## src/rtl/audio_capture_pkg.sv

```systemverilog
// audio_capture_pkg: shared defaults, capture FSM states and channel constant for audio_capture
package audio_capture_pkg;
  localparam int BUFFER_ADDR_BITS_DEF = 9;
  localparam int SAMPLE_BITS_DEF = 16;
  localparam logic [7:0] MONO_CHANNELS = 8'd1;
  typedef enum logic [2:0] {IDLE, SYNC, RX_L, WR_L, RX_R, WR_R} cap_state_t;
endpackage

```

## src/rtl/audio_capture_i2s_rx_deserializer.sv

```systemverilog
// i2s_rx_deserializer: synchronizes the codec I2S pins and shifts in one MSB-first word per slot
module i2s_rx_deserializer
  import audio_capture_pkg::*;
#(
  parameter int SAMPLE_BITS = SAMPLE_BITS_DEF
) (
  input  logic clk,
  input  logic rst,
  input  logic bclk,
  input  logic lrck,
  input  logic dat,
  output logic word_valid,
  output logic word_right,
  output logic lr_edge,
  output logic lr_fall,
  output logic [SAMPLE_BITS-1:0] word
);
  localparam int CW = $clog2(SAMPLE_BITS + 2);
  localparam logic [CW-1:0] LAST = CW'(SAMPLE_BITS);
  localparam logic [CW-1:0] DONE = CW'(SAMPLE_BITS + 1);
  logic [2:0] bclk_s, lrck_s;
  logic [1:0] dat_s;
  logic [CW-1:0] cnt;
  logic rise;
  assign rise = bclk_s[1] & ~bclk_s[2];
  assign lr_edge = lrck_s[1] ^ lrck_s[2];
  assign lr_fall = lrck_s[2] & ~lrck_s[1];
  // cnt 0 marks the I2S delay bit; DONE parks the counter until the next slot
  always_ff @(posedge clk) begin
    if (rst) begin
      bclk_s <= '0;
      lrck_s <= '0;
      dat_s <= '0;
      cnt <= DONE;
      word <= '0;
      word_valid <= 1'b0;
      word_right <= 1'b0;
    end else begin
      bclk_s <= {bclk_s[1:0], bclk};
      lrck_s <= {lrck_s[1:0], lrck};
      dat_s <= {dat_s[0], dat};
      word_valid <= 1'b0;
      if (lr_edge) begin
        cnt <= '0;
        word_right <= lrck_s[1];
      end else if (rise && cnt != DONE) begin
        cnt <= cnt + 1'b1;
        if (cnt != '0) word <= {word[SAMPLE_BITS-2:0], dat_s[1]};
        if (cnt == LAST) word_valid <= 1'b1;
      end
    end
  end
endmodule

```

## src/rtl/audio_capture.sv

```systemverilog
// audio_capture: I2S ADC capture packed as LE bytes into ping-pong RAM halves.
// Define CAPTURE_PEAK_METER_EN to add the per-half peak meter and capture_peak_o.
module audio_capture
  import audio_capture_pkg::*;
#(
  parameter int BUFFER_ADDR_BITS = BUFFER_ADDR_BITS_DEF,
  parameter int SAMPLE_BITS = SAMPLE_BITS_DEF
) (
  input  logic clk,
  input  logic rst,
  input  logic capture_enable_i,
  input  logic [7:0] capture_channels_i,
  input  logic aud_bclk_i,
  input  logic aud_adclrck_i,
  input  logic aud_adcdat_i,
  output logic [BUFFER_ADDR_BITS-1:0] capture_buffer_addr_o,
  output logic capture_buffer_wren_o,
  output logic [7:0] capture_buffer_data_o,
  output logic capture_buffer_sel_o,
  output logic capture_buffer_filled_o,
  input  logic capture_buffer_taken_i,
  output logic capture_overrun_o
`ifdef CAPTURE_PEAK_METER_EN
  ,
  output logic [7:0] capture_peak_o
`endif
);
  logic word_valid, word_right, lr_edge, lr_fall, mono, last_byte;
  logic [SAMPLE_BITS-1:0] word;
  logic [7:0] hi_byte;
  cap_state_t state;
  assign mono = capture_channels_i == MONO_CHANNELS;
  assign last_byte = capture_buffer_wren_o && (&capture_buffer_addr_o);
  i2s_rx_deserializer #(.SAMPLE_BITS(SAMPLE_BITS)) u_rx (
    .clk(clk),
    .rst(rst),
    .bclk(aud_bclk_i),
    .lrck(aud_adclrck_i),
    .dat(aud_adcdat_i),
    .word_valid(word_valid),
    .word_right(word_right),
    .lr_edge(lr_edge),
    .lr_fall(lr_fall),
    .word(word)
  );
  // a take coinciding with half completion is honoured first, so the swap still happens
  always_ff @(posedge clk) begin
    if (rst) begin
      state <= IDLE;
      capture_buffer_addr_o <= '0;
      capture_buffer_wren_o <= 1'b0;
      capture_buffer_data_o <= '0;
      capture_buffer_sel_o <= 1'b0;
      capture_buffer_filled_o <= 1'b0;
      capture_overrun_o <= 1'b0;
      hi_byte <= '0;
    end else begin
      capture_buffer_wren_o <= 1'b0;
      if (capture_buffer_wren_o) capture_buffer_addr_o <= capture_buffer_addr_o + 1'b1;
      if (last_byte && (!capture_buffer_filled_o || capture_buffer_taken_i)) begin
        capture_buffer_sel_o <= ~capture_buffer_sel_o;
        capture_buffer_filled_o <= 1'b1;
      end else if (last_byte) capture_overrun_o <= 1'b1;
      else if (capture_buffer_taken_i) capture_buffer_filled_o <= 1'b0;
      case (state)
        IDLE: if (capture_enable_i) begin
          state <= SYNC;
          capture_buffer_addr_o <= '0;
        end
        SYNC: state <= !capture_enable_i ? IDLE : lr_fall ? RX_L : SYNC;
        RX_L: if (word_valid && !word_right) begin
          capture_buffer_wren_o <= 1'b1;
          capture_buffer_data_o <= word[7:0];
          hi_byte <= word[15:8];
          state <= WR_L;
        end
        WR_L: if (lr_edge) state <= SYNC;
        else begin
          capture_buffer_wren_o <= 1'b1;
          capture_buffer_data_o <= hi_byte;
          state <= mono ? SYNC : RX_R;
        end
        RX_R: if (word_valid && word_right) begin
          capture_buffer_wren_o <= 1'b1;
          capture_buffer_data_o <= word[7:0];
          hi_byte <= word[15:8];
          state <= WR_R;
        end
        WR_R: if (lr_edge) state <= SYNC;
        else begin
          capture_buffer_wren_o <= 1'b1;
          capture_buffer_data_o <= hi_byte;
          state <= capture_enable_i ? RX_L : IDLE;
        end
        default: state <= IDLE;
      endcase
    end
  end
`ifdef CAPTURE_PEAK_METER_EN
  logic accept;
  logic [SAMPLE_BITS-1:0] neg, mag, peak_run;
  assign accept = word_valid && ((state == RX_L && !word_right) || (state == RX_R && word_right));
  assign neg = ~word + 1'b1;
  assign mag = !word[SAMPLE_BITS-1] ? word : neg[SAMPLE_BITS-1] ? {1'b0, {(SAMPLE_BITS-1){1'b1}}} : neg;
  always_ff @(posedge clk) begin
    if (rst) begin
      peak_run <= '0;
      capture_peak_o <= '0;
    end else if (last_byte) begin
      capture_peak_o <= peak_run[SAMPLE_BITS-1 -: 8];
      peak_run <= '0;
    end else if (accept && mag > peak_run) peak_run <= mag;
  end
`endif
endmodule

```

## config.mk

```make
export PLATFORM = sky130hd
export DESIGN_NAME = audio_capture
export DESIGN_NICKNAME = d
export VERILOG_FILES = /design/src/rtl/audio_capture_pkg.sv /design/src/rtl/audio_capture_i2s_rx_deserializer.sv /design/src/rtl/audio_capture.sv
export SDC_FILE = /design/constraint.sdc
export NUM_CORES = 1
export LEC_CHECK = 0
export CAP_MARGIN = 10
export CORE_UTILIZATION = 54
export DETAILED_ROUTE_END_ITERATION = 12
export PLACE_DENSITY = 0.86
export SLEW_MARGIN = 10
export SYNTH_ARGS = -nofsm -noshare
export SYNTH_HDL_FRONTEND = slang
export SYNTH_SLANG_ARGS = --single-unit
export TNS_END_PERCENT = 10
```

## constraint.sdc

```tcl
create_clock -name clk -period 2.07 [get_ports clk]
set_input_delay 0.207 -clock clk [delete_from_list [all_inputs] [get_ports clk]]
set_output_delay 0.207 -clock clk [all_outputs]
set_load 0.05 [all_outputs]
```

==> metrics, run 1 <==
vias in the first global route 1965; YS warnings 0; Initial DRC Count 72; average cell area after synthesis 9.637 sq um; Die X 71.67 um; clock latency on the worst-skew pair 0.34 ns; CP Class reg -> reg; power density over cell area 775.8 nW/um^2; post-route ant nets 0; Slew @ Worst Pin 0.5224 ns; Netlist cell types 46; CTS tree done; placed cell area 3043 sq um; Initial Utilization 58.19%; CP Cell Sequence inv_1 > ha_1 > or4b_4 > nand4_4 > buf_4 > mux2i_1 > nor2_1; leading cell types in the layout, fill and taps excluded dfxtp_1, clkdlybuf4s50_1, nor2_1; final setup skew 0.009655 ns; Synth Instances 272; root buffer cell clkbuf_8; CP max stage delay 0.48 ns; full die area 5137 sq um; H-tree depth 3; synthesized cell area 2621 sq um; routed vias/inst 5.597; Max Buffers Root-to-Sink 2; Design Area, Final 3266 sq um; GR Overflow Total 0; setup_tns 0 ns; CTS Hold Buffers Added 0; Relative slew margins 65.06%; diodes inserted 0; fin cells 372; max cap viols 0; nets@finish 336; Worst-path clk slew 0.07 ns; FF+latch count, synth 63; CP bufs+invs 2; Final WS setup 0.2214 ns; core region area 4504 sq um; final wirelength 5.052 mm; peak supply drop 0.4959 mV; crit path max-delay cell type or4b_4; setup bufs post-CTS 0; setup violators final 0; status finished clean; Die Ht 71.67 um; dpl ws 0.2217 ns; final worst path period share 89.31%; Detailed Place HPWL 3.402 mm; Slew Limit Fails 0; total CTS buffers 9; gpl congestion 0.8100; WP data required 2.30 ns; Pwr Total 2.533 mW; DR DRC count 0; vias 2082; Mapped Nets 293; Port Buffers 35; Resized Gates After CTS 0; Crit path max-delay family simple AND/OR/NAND/NOR gates; Final Critical Period 1.849 ns; sequential area share after synthesis 48.11%; CTS Sinks 63; Peak Freq 540.9 MHz; Worst setup SP type flop; CP endpoint kind flop; GRT Overall Usage 21.59%; first-pass GRT wire length 8.507 mm; layout cells sized above 1 10.00%; Min Hold Slack 0.4187 ns; DR WL/cell 13.58 um; Layout Area Growth over Synthesis 24.58%; Site Rows 24; I/O pin cnt 36; P_leak 1.401 nW; cell count after placement 356; commonest non-fill, non-tap cell in the layout dfxtp_1; Arrival @ worst endpoint 2.08 ns; min-delay worst type in -> reg; Core Util, Final 72.50%; Final Hold Viols 0; antenna violations before repair 0; RSZ-0062 raised after global routing false; pin count of the biggest net entering global routing 27; first drt pass iteration count 4; maximum fanout along the worst path 16
## final cells by class
cell class,instances,area (sq um)
clock inverter,5,81.33
inverter,5,18.77
fill,327,1239
clock buffer,11,141.4
timing repair buffer,45,425.4
multi-input combinational,191,1272
sequential,63,1261
tap,52,65.06
## report_power, final
| group | total, mW | switching [mW] | internal (mW) |
|---|---|---|---|
| logic | 0.127 | 0.0618 | 0.0652 |
| registers | 1.24 | 0.0139 | 1.23 |
| clock network | 1.17 | 0.457 | 0.711 |
## per-layer routing
| metal | GRT usage, % | share of wire [%] | up-vias |
|---|---|---|---|
| li1 | - | - | 1037 |
| met1 | 25.31 | 46 | 994 |
| met2 | 35.43 | 48 | 42 |
| met3 | 6.048 | 4.3 | 9 |
| met4 | 12.42 | 1.4 | 0 |
| met5 | 0 | 0 | - |
## state kept, by name, indices dropped and copies added (netlist names)
signal,cells
u_rx.word,16
capture_buffer_addr_o,9
capture_buffer_data_o,8
hi_byte,8
u_rx.cnt,5
state,3
u_rx.bclk_s,3
u_rx.lrck_s,3
u_rx.dat_s,2
capture_buffer_filled_o,1
capture_buffer_sel_o,1
capture_buffer_wren_o,1
capture_overrun_o,1
u_rx.word_right,1
u_rx.word_valid,1
## logic make-up after synthesis
kind of cell | Yosys count | synth area share [%]
and+or+nand+nor | 96 | 19.52
DFF | 63 | 48.11
AOI/OAI and AO/OA | 52 | 12.51
muxes | 27 | 10.31
buffers and inverters | 18 | 3.341
xor gates and xnor gates | 10 | 3.342
adders and majority gates | 6 | 2.864
## cells in the mapped netlist (all sizes together)
cell | n | share of area (%)
a2bb2oi | 1 | 0.33
or4 | 1 | 0.29
clkinv | 1 | 0.14
xnor2 | 3 | 1.0
mux2i | 27 | 10
nand4bb | 1 | 1.1
a2111oi | 1 | 0.57
a21o | 3 | 0.86
a21oi | 26 | 5.0
nand3 | 4 | 0.76
or4b | 2 | 0.91
or3b | 1 | 0.33
o22a | 1 | 0.33
nor3b | 1 | 0.29
nor3 | 1 | 0.19
buf | 6 | 1.6
dfxtp | 63 | 48
nand3b | 1 | 0.29
and3 | 2 | 0.48
nor2 | 32 | 4.6
inv | 4 | 0.57
nor2b | 11 | 2.6
o21a | 1 | 0.29
and2 | 1 | 0.24
o21ai | 5 | 0.95
or3 | 3 | 0.72
nand2b | 2 | 0.48
o2111ai | 1 | 0.33
a211oi | 1 | 0.29
ha | 6 | 2.9
o22ai | 1 | 0.24
and3b | 1 | 0.33
nand2 | 25 | 3.6
clkbuf | 7 | 1.0
o31ai | 9 | 2.8
nand4 | 6 | 2.0
a311oi | 1 | 0.33
and4 | 1 | 0.38
xor2 | 7 | 2.3
a31oi | 1 | 0.24
## worst reg2reg max path, delay by kind of cell (launching register included)
family,cells,cell delay (ns)
flops,1,0.34
buf+inv,2,0.37
simple gates,3,0.64
mux,1,0.24
fa+ha+maj,1,0.16
## path summary, 6_finish.rpt
kind                                     from             end  slack [ns]  cells past startpoint
worst min-delay path               aud_bclk_i  u_rx.bclk_s[0]        0.42                      2
worst min register to register  u_rx.dat_s[0]   u_rx.dat_s[1]        0.44                      1
worst max-delay path              u_rx.cnt[0]    u_rx.word[3]        0.22                      7
worst max register to register    u_rx.cnt[0]    u_rx.word[3]        0.22                      7
No activity file was read; power rests on OpenSTA's default activity.
==> run 2: changes to the inputs <==
--- a/config.mk
+++ b/config.mk
@@ -5,11 +5,10 @@
 export SDC_FILE = /design/constraint.sdc
 export NUM_CORES = 1
 export LEC_CHECK = 0
-export CAP_MARGIN = 10
+export CAP_MARGIN = 20
 export CORE_UTILIZATION = 54
 export DETAILED_ROUTE_END_ITERATION = 12
 export PLACE_DENSITY = 0.86
-export SLEW_MARGIN = 10
 export SYNTH_ARGS = -nofsm -noshare
 export SYNTH_HDL_FRONTEND = slang
 export SYNTH_SLANG_ARGS = --single-unit
==> results of run 2 <==
The final DEF is identical to that of run 1; final timing and power are the same.
